===== src/rtl/addsub_seq_ctrl.sv =====
// Nibble-serial two's-complement add/subtract controller: one 4-bit slice per clock,
// LSB nibble first, carry chained through a register, final sum/co/ovf registered on completion.
module addsub_seq_ctrl #(
   parameter int NIBBLES = 4,
   localparam int W = 4 * NIBBLES
) (
   input  logic         clk,
   input  logic         rst_n,
   input  logic         start,
   input  logic         op_sub,
   input  logic [W-1:0] a,
   input  logic [W-1:0] b,
   output logic         busy,
   output logic         done,
   output logic [W-1:0] result,
   output logic         co,
   output logic         ovf
);

   // state | meaning
   // IDLE  | waiting for start; operands sampled on the accepting edge
   // RUN   | one nibble processed per edge, counter selects the nibble
   // DONE  | one-cycle completion pulse, start ignored, returns to IDLE
   typedef enum logic [1:0] {IDLE, RUN, DONE} state_t;

   localparam int CW = 3;
   localparam logic [CW-1:0] LAST_NIB = CW'(NIBBLES - 1);
   localparam logic [W-1:0]  NIB_MASK = {{(W-4){1'b0}}, 4'hF};

   state_t        state;
   logic [CW-1:0] cnt;
   logic          carry;
   logic          sub_q;
   logic [W-1:0]  a_q;
   logic [W-1:0]  b_q;
   logic [W-1:0]  work;

   logic [4:0]    sh;
   logic [W-1:0]  a_sh;
   logic [W-1:0]  b_sh;
   logic [3:0]    a_nib;
   logic [3:0]    b_nib;
   logic [4:0]    sum;
   logic [3:0]    low;
   logic          c3;
   logic          last;
   logic [W-1:0]  merged;

   always_comb begin
      sh     = {cnt, 2'b00};
      a_sh   = a_q >> sh;
      b_sh   = b_q >> sh;
      a_nib  = a_sh[3:0];
      b_nib  = b_sh[3:0] ^ {4{sub_q}};
      sum    = {1'b0, a_nib} + {1'b0, b_nib} + {4'b0000, carry};
      // carry into the nibble's top bit, needed for signed overflow on the last nibble
      low    = {1'b0, a_nib[2:0]} + {1'b0, b_nib[2:0]} + {3'b000, carry};
      c3     = low[3];
      last   = (cnt == LAST_NIB);
      merged = (work & ~(NIB_MASK << sh)) | ({{(W-4){1'b0}}, sum[3:0]} << sh);
   end

   always_ff @(posedge clk or negedge rst_n) begin
      if (!rst_n) begin
         state  <= IDLE;
         cnt    <= '0;
         carry  <= 1'b0;
         sub_q  <= 1'b0;
         a_q    <= '0;
         b_q    <= '0;
         work   <= '0;
         busy   <= 1'b0;
         done   <= 1'b0;
         result <= '0;
         co     <= 1'b0;
         ovf    <= 1'b0;
      end else begin
         case (state)
            IDLE: begin
               if (start) begin
                  a_q   <= a;
                  b_q   <= b;
                  sub_q <= op_sub;
                  carry <= op_sub;
                  cnt   <= '0;
                  busy  <= 1'b1;
                  state <= RUN;
               end
            end
            RUN: begin
               work  <= merged;
               carry <= sum[4];
               if (last) begin
                  cnt    <= '0;
                  result <= merged;
                  co     <= sum[4];
                  ovf    <= c3 ^ sum[4];
                  busy   <= 1'b0;
                  done   <= 1'b1;
                  state  <= DONE;
               end else begin
                  cnt <= cnt + 1'b1;
               end
            end
            DONE: begin
               done  <= 1'b0;
               state <= IDLE;
            end
            default: state <= IDLE;
         endcase
      end
   end

endmodule

===== config.mk =====
export PLATFORM = sky130hd
export DESIGN_NAME = addsub_seq_ctrl
export DESIGN_NICKNAME = d
export VERILOG_FILES = /design/src/rtl/addsub_seq_ctrl.sv
export SDC_FILE = /design/constraint.sdc
export NUM_CORES = 1
export LEC_CHECK = 0
export BUFFER_PORTS_ARGS = -buffer_cell sky130_fd_sc_hd__buf_2
export CAP_MARGIN = 15
export CORE_MARGIN = 2
export CORE_UTILIZATION = 45
export CTS_BUF_LIST = sky130_fd_sc_hd__clkbuf_16
export DETAILED_ROUTE_END_ITERATION = 6
export GPL_ROUTABILITY_DRIVEN = 0
export GPL_TIMING_DRIVEN = 0
export PLACE_DENSITY = 0.64
export SLEW_MARGIN = 5
export SYNTH_ARGS = -nofsm -noshare
export SYNTH_HDL_FRONTEND = slang
export SYNTH_SLANG_ARGS = --single-unit

===== constraint.sdc =====
create_clock -name clk -period 4 [get_ports clk]
set_clock_uncertainty 0.15 [all_clocks]
set_input_delay 0.8 -clock clk [delete_from_list [all_inputs] [get_ports clk]]
set_output_delay 0.8 -clock clk [all_outputs]
set_load 0.005 [all_outputs]

Word level (Yosys, flattened, before mapping)

Cells that the tools add are included.

$add $sub $neg: 5
Muxes and demuxes: 13
Bitwise logic cells: 5
Equality and inequality tests: 5
Shift-type cells: 4
Reduce and logical (&&, ||, !) cells: 9

Operators by type and width:

| kind                 | count |
|---|---|
| $shr 16x5->4         | 2 |
| $and 16x16->16       | 1 |
| $not 16->16          | 1 |
| $or 16x16->16        | 1 |
| $shl 4x5->16         | 1 |
| $shl 4x5->16 const A | 1 |
| $reduce_and 2->1     | 5 |
| $mux 3               | 2 |
| $pmux 1 s2           | 3 |
| $pmux 3 s2           | 1 |
| $add 4x4->5          | 1 |
| $add 5x1->5          | 1 |
| $add 3x3->4          | 1 |
| $add 4x1->4          | 1 |
| $mux 1               | 4 |
| $mux 2               | 2 |
| $ne 2x2->1 const B   | 2 |
| $pmux 2 s2           | 1 |
| $reduce_bool 2->1    | 2 |
| $xor 4x4->4          | 1 |
| $add 3x1->3 const B  | 1 |
| $eq 3x2->1 const B   | 1 |
| $reduce_and 3->1     | 1 |
| $eq 2x1->1 const B   | 1 |
| 3 further kinds      | 3 |

Word-level logic and storage cells: 53
Flip-flop bits (word level): 75
Output and inout port bits: 20

Logic depth before layout (Yosys ltp)

Depth after elaboration: 6
Depth in mapped cells: 11
Mapped depth without buffers: 9

Worst setup path before layout

No wires, ideal clock.

Path kind: reg-to-reg
Start point: register cnt[0]
End point: register ovf
Arrival time: 2.692 ns
Setup time: 0.128 ns
Path buffers: 2
Stages on the path, launching flop included: 12
Clock period less this slack: 2.969 ns
Path slack: 1.031 ns
Required time: 3.722 ns
Path through: dfrtp_1 buf_2 buf_2 mux2i_1 o22ai_1 xor2_1 fa_1 fa_1 a21o_1 a21oi_1 xnor2_1 o21ai_0

Longest elaborated chain between the ends: 5

Ends and longest elaborated chain:

| element                                           | RTL line | source |
|---|---|---|
| start, declared                                   | 31       | `logic [CW-1:0] cnt;` |
| start signal, assigned                            | 102      | `cnt <= cnt + 1'b1;` |
| $shr 16x5->4                                      | 52       | `b_sh = b_q >> sh;` |
| $xor 4x4->4                                       | 54       | `b_nib = b_sh[3:0] ^ {4{sub_q}};` |
| $add 4x4->5 / $add 3x3->4 (equally long branches) | 55, 57   |  |
| $add 5x1->5 / $add 4x1->4 (equally long branches) | 55, 57   |  |
| $xor 1x1->1                                       | 97       | `ovf <= c3 ^ sum[4];` |
| end signal, assigned                              | 97       |  |
| end, declared                                     | 17       | `output logic ovf` |

Parallel ways exist; a longest one is shown, timed or not.
A chain may end at the register's enable or synchronous reset.

Worst setup path in the final report

Start point: register cnt[0]
End point: register result[6]

Longest elaborated chain between the ends: 6

Ends and longest elaborated chain:

| element              | RTL line | source |
|---|---|---|
| $shr 16x5->4         | 52       |  |
| $xor 4x4->4          | 54       |  |
| $add 4x4->5          | 55       | `sum = {1'b0, a_nib} + {1'b0, b_nib} + {4'b0000, carry};` |
| $add 5x1->5          | 55       |  |
| $shl 4x5->16         | 60       | `merged = (work & ~(NIB_MASK << sh)) \| ({{(W-4){1'b0}}, sum[3:0]} << sh);` |
| $or 16x16->16        | 60       |  |
| end signal, assigned | 95       | `result <= merged;` |
| end, declared        | 15       | `output logic [W-1:0] result,` |

Parallel ways exist; a longest one is shown, timed or not.

==> metrics.cfg <==
[yosys]
synth_ff_type=dfrtp_1
yosys.area_share.xor_xnor_pct=2.152
muxShareOfSynthArea_pct=16.72
yosys_warnings=0
ys_types=29
async_flop_share_pct=100.0
synth-edff-count=0
synth.ff_latch_count=71
synth_top_family_by_area=multiplexers
synth_nets=304
syn_area_um2=3256
synth_fa_ha_area_share_pct=3.920
syn_inst=259
avgSynthCellArea_um2=12.57
synth_simple_gate_area_share_pct=8.071
synth_compound_area_share_pct=11.34
yosysSeqAreaShare_pct=54.57

[cts]
cts.sinks=71
clkTransAtPathRegs_ns=0.06
cts_setup_buffers=0
clock_latency_ns=0.33
cts_root_buf=clkbuf_16
htreeDepth=3
cts_inserted_buffers=9
cts_buffer_depth=2
cts_hold_buf=0
tritoncts=yes
post_cts_resized=0

[place]
port_buffers=55
place_hpwl_um=4879

[routing]
drc=0
wirelength_um=6808
dr_total_vias=2285
drtIter0Drc=84
first_pass_iters=5
post_drt_wl_per_cell_um=15.83
ant_nets=0
viasPerCell=5.314

[worst_setup_path]
path_cells=buf_2, buf_2, mux2i_1, o22ai_1, xor2_1, fa_1, fa_1, xor2_1, a221oi_1, nor2_1
arrival_ns=3.71
cpPeakStageDelay_ns=0.64
crit_type=reg -> reg
path_max_fanout=10
start_kind=flop
critPathCaptureType=flop
critPathRequiredTime_ns=4.11
crit_slowest_cell=xor2_1

[grt]
gr-usage-all-layers_pct=19.05
met2_usage_pct=30.26
antenna_found_initial=0
grt_pass1_wl_um=11180
grt_use_met3_pct=4.155
gr-usage-met1_pct=25.36
grt_busiest_layer=met2
grt-ovfl-total=0
grt_pass1_vias=2268
grt_max_degree=44

[pwr]
max-vdd-ir-drop_mv=0.5180
power_density_nw_per_um2=1058
leakage_nw=1.842

[cells_and_area]
fill_cells=660
nets=371
syn_to_final_growth_pct=21.56
layout-drive-gt1-share_pct=37.16
diodes=0

[timing]
final-setup-viol-count=0
fin_setup_tns_ns=0
max_slew_margin_pct=47.68
rsz0062_at_grt=no
hold_viol_final=0
fmax_ghz=0.2774
finalCriticalPeriod_ns=3.605
finalCritPeriodShare_pct=90.13
tightest_slew_ns=0.7821
hold_slack_ns=0.2379
drv_slew=0

[floorplan]
start_util_pct=45.62
core-area_um2=7137
num_io_pins=56
num_rows=31
fp.dieW_um=89.06
die_area_um2=7931
die_h_um=89.06

[min_path]
hp-class=in -> async

[flow_run]
maxCapViolCount=0

[status]
status=complete, no violations

==> metrics by stage <==
step	power, mW	cell area [um^2]	cells	worst slack, ns	utilization [%]
6_report	4.185	3958	430	0.3948	55.45
3_5_place_dp	3.453	3677	414	0.4010	51.53
2_1_floorplan	2.777	3256	259	1.031	-
3_3_place_gp	3.367	3655	413	0.4768	51.21
5_1_grt	4.503	3958	430	0.1685	55.45
4_1_cts	4.232	3958	430	0.3584	55.45
==> final timing paths <==
check	slack, ns	end	cells past startpoint	start
worst min register to register	0.33	ovf	2	ovf
min in group clk	0.33	ovf	2	ovf
max in group asynchronous	2.91	b_q[6]	2	rst_n
worst min-delay path	0.24	result[13]	1	rst_n
worst max register to register	0.39	result[6]	10	cnt[0]
worst max-delay path	0.39	result[6]	10	cnt[0]
==> per-layer routing <==
layer  vias up  share of wire, %
li1       1066                 -
met1      1129                46
met2        74                47
met3        16               4.9
met4         0               2.2
met5         -                 0
==> state kept, by name (all words and copies together), names as in the netlist <==
register	cells
a_q	16
b_q	16
busy	1
carry	1
cnt	3
co	1
done	1
ovf	1
result	16
state	2
sub_q	1
work	12
==> report_power, final <==
| group | internal, mW | leakage [nW] | switching [mW] |
|---|---|---|---|
| Clock | 0.471 | 0.143 | 0.284 |
| Combinational | 0.930 | 0.845 | 1.25 |
| Sequential | 1.07 | 0.855 | 0.177 |
| Total | 2.47 | 1.84 | 1.71 |
==> cell usage after synthesis, drive strengths merged, types with 3 or more instances <==
cell type	number	share of area [%]
xnor2	3	0.81
nor2	25	2.9
a21o	3	0.69
nor2b	5	0.96
mux2	33	11
a221oi	9	2.4
mux2i	6	1.8
or2	5	0.96
ha	7	2.7
a22o	17	4.6
nand2b	7	1.3
a21oi	7	1.1
inv	5	0.58
mux4	5	3.5
dfrtp	71	55
and3	3	0.58
o22ai	4	0.77
buf	14	2.4
o21ai	10	1.5
nand2	6	0.69
xor2	5	1.3
nor3	3	0.46
==> logic make-up after synthesis <==
group / count (synthesis)
AOI/OAI and AO/OA: 51
and+or+nand+nor: 55
buffers and inverters: 21
adders and majority gates: 9
xor gates and xnor gates: 8
muxes: 44
DFF: 71
==> critical path, delay by kind of cell (launching register included) <==
| kind | cells | cell delay, ns |
|---|---|---|
| adders and majority gates | 2 | 0.84 |
| muxes | 1 | 0.26 |
| DFF | 1 | 0.37 |
| buffers and inverters | 2 | 0.63 |
| and+or+nand+nor | 1 | 0.12 |
| AOI/OAI and AO/OA | 2 | 0.35 |
| xor gates and xnor gates | 2 | 0.82 |
==> layout by cell type (no fill, tap or decap), types with 3 or more instances in the layout <==
cell	n
dfrtp_1	71
buf_2	63
mux2_2	33
nor2_1	25
a22o_1	17
o21ai_0	10
a221oi_1	9
clkbuf_16	9
nand2b_1	7
a21oi_1	7
ha_1	7
mux2i_1	6
nand2_1	6
inv_1	5
mux4_2	5
nor2b_1	5
or2_2	5
xor2_1	5
o22ai_1	4
buf_1	3
xnor2_1	3
a21o_1	3
and3_1	3
nor3_1	3
clkinv_1	3
==> area by class of cell <==
| cell class | instances | area (um^2) | share of cell area, % |
|---|---|---|---|
| Buffer | 16 | 86.33 | 2.181 |
| Clock inverter | 7 | 55.05 | 1.391 |
| Tap cell | 99 | 123.9 | 3.130 |
| Inverter | 5 | 18.77 | 0.4742 |
| Multi-Input combinational cell | 167 | 1374 | 34.71 |
| Timing Repair Buffer | 56 | 297.8 | 7.525 |
| Clock buffer | 9 | 225.2 | 5.691 |
| Sequential cell | 71 | 1777 | 44.89 |
(Power assumes the default switching activity.)
